File: src/rtl/gpio_input_conditioner_pkg.sv
`default_nettype none
// ==== gpio_input_conditioner_pkg : shared constants and command FSM encoding (rev 1.0) ====
package gpio_input_conditioner_pkg;

  localparam int DEFAULT_DEBOUNCE_CYCLES = 1000000;

  localparam int CMD_SEQ_MSB = 31;
  localparam int CMD_SEQ_LSB = 24;
  localparam int CMD_SW_LSB  = 0;
  localparam int CMD_SEQ_W   = CMD_SEQ_MSB - CMD_SEQ_LSB + 1;

  typedef enum logic [0:0] {
    CMD_IDLE = 1'b0,
    CMD_PEND = 1'b1
  } cmd_state_e;

endpackage
`default_nettype wire

File: src/rtl/gpio_input_conditioner_debounce_cell.sv
`default_nettype none
// ==== debounce_cell : 2-flop synchroniser, debounce counter and rising-edge pulse (rev 1.0) ====
module debounce_cell
  import gpio_input_conditioner_pkg::*;
#(
  parameter int DEBOUNCE_CYCLES = DEFAULT_DEBOUNCE_CYCLES
) (
  input  logic clk,
  input  logic rst_n,
  input  logic raw,
  output logic level,
  output logic rise
);

  localparam int               CNT_W   = (DEBOUNCE_CYCLES > 1) ? $clog2(DEBOUNCE_CYCLES) : 1;
  localparam logic [CNT_W-1:0] CNT_MAX = CNT_W'(DEBOUNCE_CYCLES - 1);

  logic             meta_q;
  logic             sync_q;
  logic             level_q, level_d;
  logic [CNT_W-1:0] cnt_q, cnt_d;
  logic             rise_q, rise_d;

  // The count only advances while the synchronised input disagrees with the stable level.
  always_comb begin
    level_d = level_q;
    cnt_d   = '0;
    if (sync_q != level_q) begin
      if (cnt_q == CNT_MAX) begin
        level_d = sync_q;
      end else begin
        cnt_d = cnt_q + 1'b1;
      end
    end
    rise_d = level_d & ~level_q;
  end

  always_ff @(posedge clk or negedge rst_n) begin
    if (!rst_n) begin
      meta_q  <= 1'b0;
      sync_q  <= 1'b0;
      level_q <= 1'b0;
      cnt_q   <= '0;
      rise_q  <= 1'b0;
    end else begin
      meta_q  <= raw;
      sync_q  <= meta_q;
      level_q <= level_d;
      cnt_q   <= cnt_d;
      rise_q  <= rise_d;
    end
  end

  assign level = level_q;
  assign rise  = rise_q;

endmodule
`default_nettype wire

File: src/rtl/gpio_input_conditioner.sv
`default_nettype none
// ==== gpio_input_conditioner : debounced buttons/switches and capture-command handshake (rev 1.0) ====
module gpio_input_conditioner
  import gpio_input_conditioner_pkg::*;
#(
  parameter int NUM_BTN         = 5,
  parameter int NUM_SW          = 8,
  parameter int DEBOUNCE_CYCLES = DEFAULT_DEBOUNCE_CYCLES
) (
  input  logic               clk,
  input  logic               rst_n,
  input  logic [NUM_BTN-1:0] btn_in,
  input  logic [NUM_SW-1:0]  sw_in,
  output logic [NUM_BTN-1:0] btn_level,
  output logic [NUM_BTN-1:0] btn_press,
  output logic [NUM_SW-1:0]  sw_level,
  output logic               cmd_valid,
  input  logic               cmd_ready,
  output logic [31:0]        cmd_data,
  output logic               cmd_overrun
);

  logic [NUM_SW-1:0] sw_rise_unused;

  generate
    for (genvar i = 0; i < NUM_BTN; i++) begin : g_btn
      debounce_cell #(
        .DEBOUNCE_CYCLES(DEBOUNCE_CYCLES)
      ) u_cell (
        .clk  (clk),
        .rst_n(rst_n),
        .raw  (btn_in[i]),
        .level(btn_level[i]),
        .rise (btn_press[i])
      );
    end

    for (genvar j = 0; j < NUM_SW; j++) begin : g_sw
      debounce_cell #(
        .DEBOUNCE_CYCLES(DEBOUNCE_CYCLES)
      ) u_cell (
        .clk  (clk),
        .rst_n(rst_n),
        .raw  (sw_in[j]),
        .level(sw_level[j]),
        .rise (sw_rise_unused[j])
      );
    end
  endgenerate

  cmd_state_e           state_q, state_d;
  logic [CMD_SEQ_W-1:0] seq_q, seq_d;
  logic [31:0]          data_q, data_d;
  logic                 overrun_q, overrun_d;
  logic [31:0]          cmd_word;
  logic                 capture;

  // A press is taken when nothing is pending or the pending word leaves in the same cycle.
  always_comb begin
    cmd_word                          = '0;
    cmd_word[CMD_SEQ_MSB:CMD_SEQ_LSB] = seq_q;
    cmd_word[CMD_SW_LSB +: NUM_SW]    = sw_level;

    capture   = btn_press[0] & ((state_q == CMD_IDLE) | cmd_ready);
    state_d   = state_q;
    seq_d     = seq_q;
    data_d    = data_q;
    overrun_d = btn_press[0] & (state_q == CMD_PEND) & ~cmd_ready;

    if ((state_q == CMD_PEND) && cmd_ready) begin
      state_d = CMD_IDLE;
    end
    if (capture) begin
      state_d = CMD_PEND;
      data_d  = cmd_word;
      seq_d   = seq_q + 1'b1;
    end
  end

  always_ff @(posedge clk or negedge rst_n) begin
    if (!rst_n) begin
      state_q   <= CMD_IDLE;
      seq_q     <= '0;
      data_q    <= '0;
      overrun_q <= 1'b0;
    end else begin
      state_q   <= state_d;
      seq_q     <= seq_d;
      data_q    <= data_d;
      overrun_q <= overrun_d;
    end
  end

  assign cmd_valid   = (state_q == CMD_PEND);
  assign cmd_data    = data_q;
  assign cmd_overrun = overrun_q;

endmodule
`default_nettype wire

File: config.mk
export PLATFORM = sky130hd
export DESIGN_NAME = gpio_input_conditioner
export DESIGN_NICKNAME = d
export VERILOG_FILES = /design/src/rtl/gpio_input_conditioner_pkg.sv /design/src/rtl/gpio_input_conditioner_debounce_cell.sv /design/src/rtl/gpio_input_conditioner.sv
export SDC_FILE = /design/constraint.sdc
export NUM_CORES = 1
export LEC_CHECK = 0
export ABC_CLOCK_PERIOD_IN_PS = 2100
export BUFFER_PORTS_ARGS = -buffer_cell sky130_fd_sc_hd__buf_2
export CAP_MARGIN = 20
export CORE_AREA = 5 5 219 221
export CTS_CLUSTER_DIAMETER = 50
export DETAILED_ROUTE_END_ITERATION = 10
export DIE_AREA = 0 0 224 226
export HOLD_SLACK_MARGIN = 0.06
export PLACE_DENSITY = 0.5
export SKIP_LAST_GASP = 1
export SLEW_MARGIN = 20
export SYNTH_ARGS = -nofsm -noshare
export SYNTH_HDL_FRONTEND = slang
export SYNTH_SLANG_ARGS = --single-unit
File: constraint.sdc
create_clock -name clk -period 2.1 [get_ports clk]
set_input_delay 0.42 -clock clk [delete_from_list [all_inputs] [get_ports clk]]
set_output_delay 0.42 -clock clk [all_outputs]
set_load 0.05 [all_outputs]
* Word level (Yosys, flattened, before mapping)
Cells that the tools add are included.
** Word-level totals
- Register bits :: 330
- Bits of input ports :: 16
- Output and inout bits :: 52
- Logic and storage cells :: 165
** Cells by class
- Add/subtract/negate cells :: 14
- Equal/unequal tests :: 26
- Muxes and demuxes :: 38
- Bitwise operators :: 16
- Reductions and logical operators :: 10
** Operators by type and width (number)
- $mux 20 :: 26
- $add 20x1->20 const B :: 13
- $eq 20x20->1 const B :: 13
- $reduce_and 2->1 :: 8
- $ne 1x1->1 :: 13
- $mux 1 :: 12
- $add 8x1->8 const B :: 1
- $and 1x1->1 :: 8
- $not 1->1 :: 7
- $reduce_bool 2->1 :: 1
- $logic_and 1x1->1 :: 1
- $or 1x1->1 :: 1

* Depth between registers and ports, before layout
Gate-level depths: netlist of run 1.
- Depth in word-level cells :: 4
- Gate-level depth with buffers :: 6
- Mapped depth without buffers :: 5

* Modules after synthesis
From an unflattened synthesis of run 1, not the netlist that was laid out.
** Unflattened totals
- Cell total of the unflattened synthesis :: 1614
- Area, all modules :: 15916.5 um^2
** By module, submodules not included
- debounce_cell :: times used 13, cells an instance 116, area an instance 1136.1 um^2, sequential area each 600.6 um^2
- gpio_input_conditioner :: times used 1, cells an instance 106, area an instance 1147.4 um^2, sequential area each 650.6 um^2

* Least setup slack after synthesis of run 1
OpenSTA, ideal clock, no wires.
- Path type :: register -> register
- Start :: reg g_sw[2].u_cell.cnt_q[15]
- End :: reg g_sw[2].u_cell.level_q
- Library setup time :: 0.125 ns
- Arrival :: 1.984 ns
- Path slack :: -0.009 ns
- Cell stages (with the launch flop) :: 5
- Period minus slack after synthesis :: 2.109 ns
- Cells stage by stage :: dfrtp_1 or4b_2 or4_1 nor2_1 mux2_2
** On the way
- Longest elaborated chain between the ends :: 2
** RTL lines
- from (decl) :: line gpio_input_conditioner_debounce_cell.sv:21 : logic [CNT_W-1:0] cnt_q, cnt_d;
- from (signal assigned) :: line gpio_input_conditioner_debounce_cell.sv:49 : cnt_q <= cnt_d;
- $eq 20x20->1 :: line gpio_input_conditioner_debounce_cell.sv:29 : if (cnt_q == CNT_MAX) begin
- $reduce_and 2->1 (no source line)
- to (signal assigned) :: line gpio_input_conditioner_debounce_cell.sv:48 : level_q <= level_d;
- to (decl) :: line gpio_input_conditioner_debounce_cell.sv:20 : logic level_q, level_d;
Every way passes these cells.
A chain may end at the register's enable or synchronous reset.

* Final worst setup path of run 1
- Start :: reg g_sw[5].u_cell.cnt_q[13]
- End :: reg g_sw[5].u_cell.level_q
** On the way
- Longest elaborated chain between the ends :: 2
** RTL lines (line)
- from (decl) :: gpio_input_conditioner_debounce_cell.sv:21
- from (signal assigned) :: gpio_input_conditioner_debounce_cell.sv:49
- $eq 20x20->1 :: gpio_input_conditioner_debounce_cell.sv:29
- $reduce_and 2->1 (no source line)
- to (signal assigned) :: gpio_input_conditioner_debounce_cell.sv:48
- to (decl) :: gpio_input_conditioner_debounce_cell.sv:20
Every way passes these cells.

==> results of run 1 <==
-- sequential cells by signal (all words and copies together) (netlist names) --
name	flops
g_sw.u_cell.cnt_q	160
g_btn.u_cell.cnt_q	100
cmd_data	16
g_sw.u_cell.level	8
g_sw.u_cell.meta_q	8
g_sw.u_cell.sync_q	8
seq_q	8
g_btn.u_cell.level	5
g_btn.u_cell.meta_q	5
g_btn.u_cell.rise	5
g_btn.u_cell.sync_q	5
cmd_overrun	1
cmd_valid	1
-- synth_stat cells (34+ instances only) --
library cell / n / area (um2)
nor4_1: 34 / 213
buf_4: 34 / 255
nand4_1: 65 / 407
nor2_1: 201 / 754
o21ai_0: 45 / 225
or4_1: 54 / 405
xor2_1: 83 / 727
xnor2_1: 92 / 806
a21oi_1: 79 / 395
dfrtp_1: 330 / 8260
nand3_1: 99 / 495
nand2_1: 86 / 323
inv_1: 47 / 176
or3_1: 37 / 231
-- worst max-delay path by stage --
stage          slack [ns]                               start  cells after the start                            endpoint
5_1_grt             -0.02  g_sw[5].u_cell.cnt_q[13]$_DFF_PN0_                      4    g_sw[5].u_cell.level$_DFFE_PN0P_
4_1_cts              0.01   g_sw[3].u_cell.cnt_q[8]$_DFF_PN0_                      5  g_sw[3].u_cell.cnt_q[10]$_DFF_PN0_
2_1_floorplan       0.006  g_sw[2].u_cell.cnt_q[15]$_DFF_PN0_                      4    g_sw[2].u_cell.level$_DFFE_PN0P_
6_report             0.05  g_sw[5].u_cell.cnt_q[13]$_DFF_PN0_                      4    g_sw[5].u_cell.level$_DFFE_PN0P_
3_3_place_gp        -0.02  g_sw[2].u_cell.cnt_q[15]$_DFF_PN0_                      4    g_sw[2].u_cell.level$_DFFE_PN0P_
3_5_place_dp        -0.05  g_sw[2].u_cell.cnt_q[15]$_DFF_PN0_                      4    g_sw[2].u_cell.level$_DFFE_PN0P_
-- metal layers --
| layer | vias up | track usage (%) | share of wire (%) |
|---|---|---|---|
| li1 | 5785 | - | - |
| met4 | 0 | 4.58 | 2.5 |
| met5 | - | 0 | 0 |
| met3 | 50 | 2.27 | 3.5 |
| met2 | 121 | 20.4 | 46 |
| met1 | 5577 | 16.9 | 48 |
-- critical path, stage by stage, from the launching register on --
cell     delay [ns]
dfrtp_1        0.37
or4_1          0.53
or4_1          0.58
nor2_1         0.13
mux2_2         0.34
-- stage by stage --
stage | setup WS [ns] | area [um2] | std cells
global route | -0.0184 | 18800 | 2339
global placement | -0.0221 | 17100 | 2245
detailed placement | -0.0490 | 17100 | 2245
CTS | 0.0145 | 18700 | 2338
floorplan | 0.00552 | 15800 | 1577
finish | 0.0468 | 18800 | 2339
-- cell families after synthesis --
logic type / after synthesis / synth area share [%]
flip-flops: 330 / 52.4
multiplexers: 29 / 2.07
buffers and inverters: 125 / 4.00
other: 1 / 0.0238
XOR/XNOR: 175 / 9.73
AO/OA/AOI/OAI: 170 / 6.14
AND/OR/NAND/NOR: 718 / 24.5
adder cells (fa/ha/maj): 14 / 1.11
-- cell type report --
type / instances / area, um2
fill: 4473 / 27200
clock inverter: 19 / 183
tap: 607 / 759
multi-input combinational: 1122 / 7020
inverter: 47 / 176
sequential: 330 / 8260
clock buffer: 59 / 1280
timing repair buffer: 155 / 1130
-- power by group --
part	leakage [nW]	switching [W]	internal, W
sequential	4.52	0.0000807	0.00645
combinational	2.70	0.000353	0.000162
clock	0.718	0.00284	0.00454
total	7.93	0.00327	0.0111
-- timing repair --
item | 4_1_cts | 5_1_grt
resized for setup | 5 | 17
cloned | 0 | 0
setup endpoints to repair | 17 | 73
setup buffers | 1 | 1
endpoints found under the hold margin | 103 | 0
pin swaps | 2 | 1
hold buffers | 14 | 0
==> impl_metrics.json, run 1 <==
{
  "outcome": "finished clean",
  "antenna_cells": 0,
  "min_period_ns": 2.05,
  "worst_hold_slack_ns": 0.213,
  "worstRegToRegCells": 4,
  "clk_pin_slew_worst_paths_ns": 0.05,
  "r2r-end": "g_sw[5].u_cell.level$_DFFE_PN0P_",
  "nets": 1730,
  "cts.htree.levels": 2,
  "cts_tree": "done",
  "syn_area_um2": 15700,
  "dieArea_um2": 50600,
  "skew_ns": 0.0108,
  "leakage_nw": 7.93,
  "min_to": "cmd_overrun$_DFF_PN0_",
  "synth.distinct_cells": 50,
  "die_w_um": 224,
  "root_buffer": "clkbuf_16",
  "antenna_found_initial": 0,
  "maxCapViolations": 0,
  "worst_setup_path_start_kind": "register",
  "worstMarginPinSlew_ns": 0.528,
  "layout-drive-gt1-share_pct": 16.7,
  "critPathKind": "reg -> reg",
  "holdCritPathClass": "in -> reg",
  "timing.rr.start": "g_sw[5].u_cell.cnt_q[13]$_DFF_PN0_",
  "ys_ff_latch": 330,
  "hold_depth": 3,
  "critical_path_required_ns": 2.54,
  "yosysSeqAreaShare_pct": 52.4,
  "grt_overflow": 0,
  "setup_viol": 0,
  "grt_pass1_vias": 11400,
  "area.growth.synth_to_final_pct": 19.4,
  "final_common_cell": "dfrtp_1",
  "post_drt_wl_per_cell_um": 13.5,
  "period_share_pct": 97.8,
  "row_count": 79,
  "slew_violations": 0,
  "synth_edf_count": 0,
  "cp_max_fo": 2,
  "dieHeight_um": 226,
  "ys_warn_count": 0,
  "clock_path_buffers": 3,
  "syn_inst": 1562,
  "drc": 0,
  "hp-start": "cmd_ready",
  "cts_sinks": 330,
  "clock_latency_ns": 0.56,
  "initialDrtViolationCount": 646,
  "max_clock_freq_ghz": 0.487,
  "post-route-util_pct": 40.9,
  "final-hold-violation-count": 0,
  "grt_max_degree": 77,
  "syn_area_per_cell_um2": 10.1,
  "synthArstFlopShare_pct": 100,
  "powerDensity_nw_per_um2": 767,
  "p_total_w": 0.0144,
  "io_pins": 68,
  "grt_pass1_wl_um": 54800,
  "mostFrequentLayoutCells": "dfrtp_1 (330), nor2_1 (197), nand3_1 (99)",
  "maxSlewHeadroom_pct": 64.4,
  "end_kind": "register",
  "cts_buffers": 44,
  "dominantRegCellSynth": "dfrtp_1",
  "core-area_um2": 46000,
  "worstPathArrival_ns": 2.49,
  "grtUsageTotal_pct": 12.6,
  "rsz0062_at_grt": "true",
  "ant_nets": 0,
  "io_buffers": 51,
  "hpwl_um": 21200,
  "tns_ns": 0,
  "peakVddDrop_uv": 513,
  "gp_congestion": 0.754,
  "wirelength_um": 31500,
  "reg2reg_slack_ns": 0.05,
  "vias_per_cell": 4.93,
  "firstDrtPassIters": 5,
  "num_vias": 11500,
  "start_util_pct": 34.3
}
Power figures use the tool's default switching activity.
==> run 2: changes to the inputs <==
--- a/config.mk
+++ b/config.mk
@@ -8,14 +8,15 @@
 export ABC_CLOCK_PERIOD_IN_PS = 2100
 export BUFFER_PORTS_ARGS = -buffer_cell sky130_fd_sc_hd__buf_2
 export CAP_MARGIN = 20
-export CORE_AREA = 5 5 219 221
+export CORE_AREA = 5 5 220 222
 export CTS_CLUSTER_DIAMETER = 50
 export DETAILED_ROUTE_END_ITERATION = 10
-export DIE_AREA = 0 0 224 226
+export DIE_AREA = 0 0 225 227
 export HOLD_SLACK_MARGIN = 0.06
 export PLACE_DENSITY = 0.5
 export SKIP_LAST_GASP = 1
 export SLEW_MARGIN = 20
 export SYNTH_ARGS = -nofsm -noshare
 export SYNTH_HDL_FRONTEND = slang
+export SYNTH_HIERARCHICAL = 1
 export SYNTH_SLANG_ARGS = --single-unit
==> run 2 against run 1 <==
Die area up 0.89%; power up 9.4%; global-route usage about the same; clock skew up 0.010 ns; register-to-register slack better by 0.06 ns; critical endpoint is now g_btn[2].u_cell/cnt_q[19]$_DFF_PN0_.
==> impl_metrics.json, run 2 <==
{
  "wirelength_um": 31700,
  "grt_overflow": 0,
  "setup_slack_ns": 0.108,
  "syn_area_per_cell_um2": 9.79,
  "gp_congestion": 0.771,
  "antenna_found_initial": 0,
  "grt_use_met3_pct": 2.48,
  "clock_path_buffers": 3,
  "dieHeight_um": 227,
  "grtUsageTotal_pct": 12.6,
  "ant_nets": 0,
  "die_w_um": 225,
  "worst_setup_path_start_kind": "register",
  "worst_hold_slack_ns": 0.140,
  "max_clock_freq_ghz": 0.502,
  "final_common_cell": "dfrtp_1",
  "post_drt_wl_per_cell_um": 13.5,
  "leakage_nw": 7.77,
  "dieArea_um2": 51100,
  "mostFrequentLayoutCells": "dfrtp_1 (330), nor2_1 (197), nand3_1 (106)",
  "vias_per_cell": 4.93,
  "io_buffers": 51,
  "cts_setup_buffers": 0,
  "holdCritPathClass": "in -> reg",
  "skew_ns": 0.0209,
  "initialDrtViolationCount": 643,
  "io_pins": 68,
  "root_buffer": "clkbuf_16",
  "regMostFlops": "g_sw.u_cell/cnt_q",
  "area.growth.synth_to_final_pct": 20.1,
  "clock_latency_ns": 0.58,
  "nets": 1729,
  "syn_inst": 1598,
  "post-route-util_pct": 40.7,
  "grt_pass1_wl_um": 55000,
  "busiest_layer": "met2",
  "p_total_w": 0.0158,
  "dp.cells": 2243,
  "slew_violations": 0,
  "critPathKind": "reg -> reg",
  "hpwl_um": 21200,
  "met2_usage_pct": 19.8,
  "cp_max_fo": 9,
  "grt_pass1_vias": 11400,
  "maxSlewHeadroom_pct": 61.9,
  "largest_reg_flops": 160,
  "drc": 0,
  "maxCapViolations": 0,
  "setup_viol": 0,
  "peakVddDrop_uv": 540,
  "grtUsageMet1_pct": 17.4,
  "syn_area_um2": 15600,
  "grt_max_degree": 47,
  "row_count": 79,
  "worstMarginPinSlew_ns": 0.571,
  "ys_warn_count": 6,
  "clk_pin_slew_worst_paths_ns": 0.06,
  "powerDensity_nw_per_um2": 839,
  "num_vias": 11600,
  "core-area_um2": 46200,
  "rsz0062_at_grt": "true",
  "antenna_cells": 0,
  "final-hold-violation-count": 0,
  "layout-drive-gt1-share_pct": 18.1,
  "nFillCells": 4489,
  "cts_tree": "done",
  "cts.htree.levels": 2,
  "fin_cells": 2344,
  "min_period_ns": 1.99,
  "cts_buffers": 47,
  "firstDrtPassIters": 5,
  "critical_path_required_ns": 2.58,
  "cts_sinks": 330,
  "end_kind": "register",
  "period_share_pct": 94.9,
  "start_util_pct": 33.9,
  "worstPathArrival_ns": 2.47,
  "outcome": "finished clean",
  "post-place-ws_ns": 0.0525
}
==> run 2: through the flow <==
step | area (um2) | setup TNS, ns
finish | 18800 | 0
global route | 18800 | -0.0143
CTS | 18700 | 0
detailed placement | 16800 | 0
global placement | 16800 | 0
floorplan | 15700 | 0
==> run 2: cell type report <==
| class | instances | area (um2) | area share, % |
|---|---|---|---|
| Clock buffer | 59 | 1330 | 7.09 |
| Clock inverter | 28 | 428 | 2.28 |
| Inverter | 79 | 297 | 1.58 |
| Multi-Input combinational cell | 1121 | 6840 | 36.4 |
| Sequential cell | 330 | 8260 | 43.9 |
| Tap cell | 607 | 759 | 4.04 |
| Timing Repair Buffer | 120 | 881 | 4.69 |
==> run 2: path summary, 6_finish.rpt <==
kind	slack [ns]	endpoint	depth (start not counted)	from
hold reg to reg	0.33	g_sw[3].u_cell/sync_q$_DFF_PN0_	0	g_sw[3].u_cell/meta_q$_DFF_PN0_
max in group asynchronous	0.97	g_btn[2].u_cell/cnt_q[5]$_DFF_PN0_	4	rst_n
setup reg to reg	0.11	g_btn[2].u_cell/cnt_q[19]$_DFF_PN0_	4	g_btn[2].u_cell/cnt_q[6]$_DFF_PN0_
min in group asynchronous	0.34	g_sw[0].u_cell/cnt_q[9]$_DFF_PN0_	2	rst_n
setup / recovery	0.11	g_btn[2].u_cell/cnt_q[19]$_DFF_PN0_	4	g_btn[2].u_cell/cnt_q[6]$_DFF_PN0_
hold / removal	0.14	cmd_overrun$_DFF_PN0_	3	cmd_ready
==> run 2: worst max-delay path, cell delays in order (launching register included) <==
cell     delay, ns
dfrtp_1       0.43
nand3_1       0.17
or4_1         0.70
or4_1         0.46
a21oi_1       0.15
==> run 2: metal layers <==
metal  up-vias  part of all wire [%]
met2       125                    45
met5         -                     0
met4         0                   2.7
li1       5769                     -
met1      5602                    49
met3        59                   3.8
==> run 2: power breakdown <==
| part | switching [W] | leakage, nW | total [W] | internal [W] |
|---|---|---|---|---|
| registers | 0.0000831 | 4.52 | 0.00653 | 0.00645 |
| logic | 0.000345 | 2.39 | 0.000503 | 0.000158 |
| clock network | 0.00309 | 0.864 | 0.00874 | 0.00565 |
==> run 2: repair_timing <==
item                                   in CTS  in global routing
endpoints found under the hold margin      51                  0
gates resized for setup                     0                 23
setup endpoints to repair                   0                 53
hold buffers                               14                  0
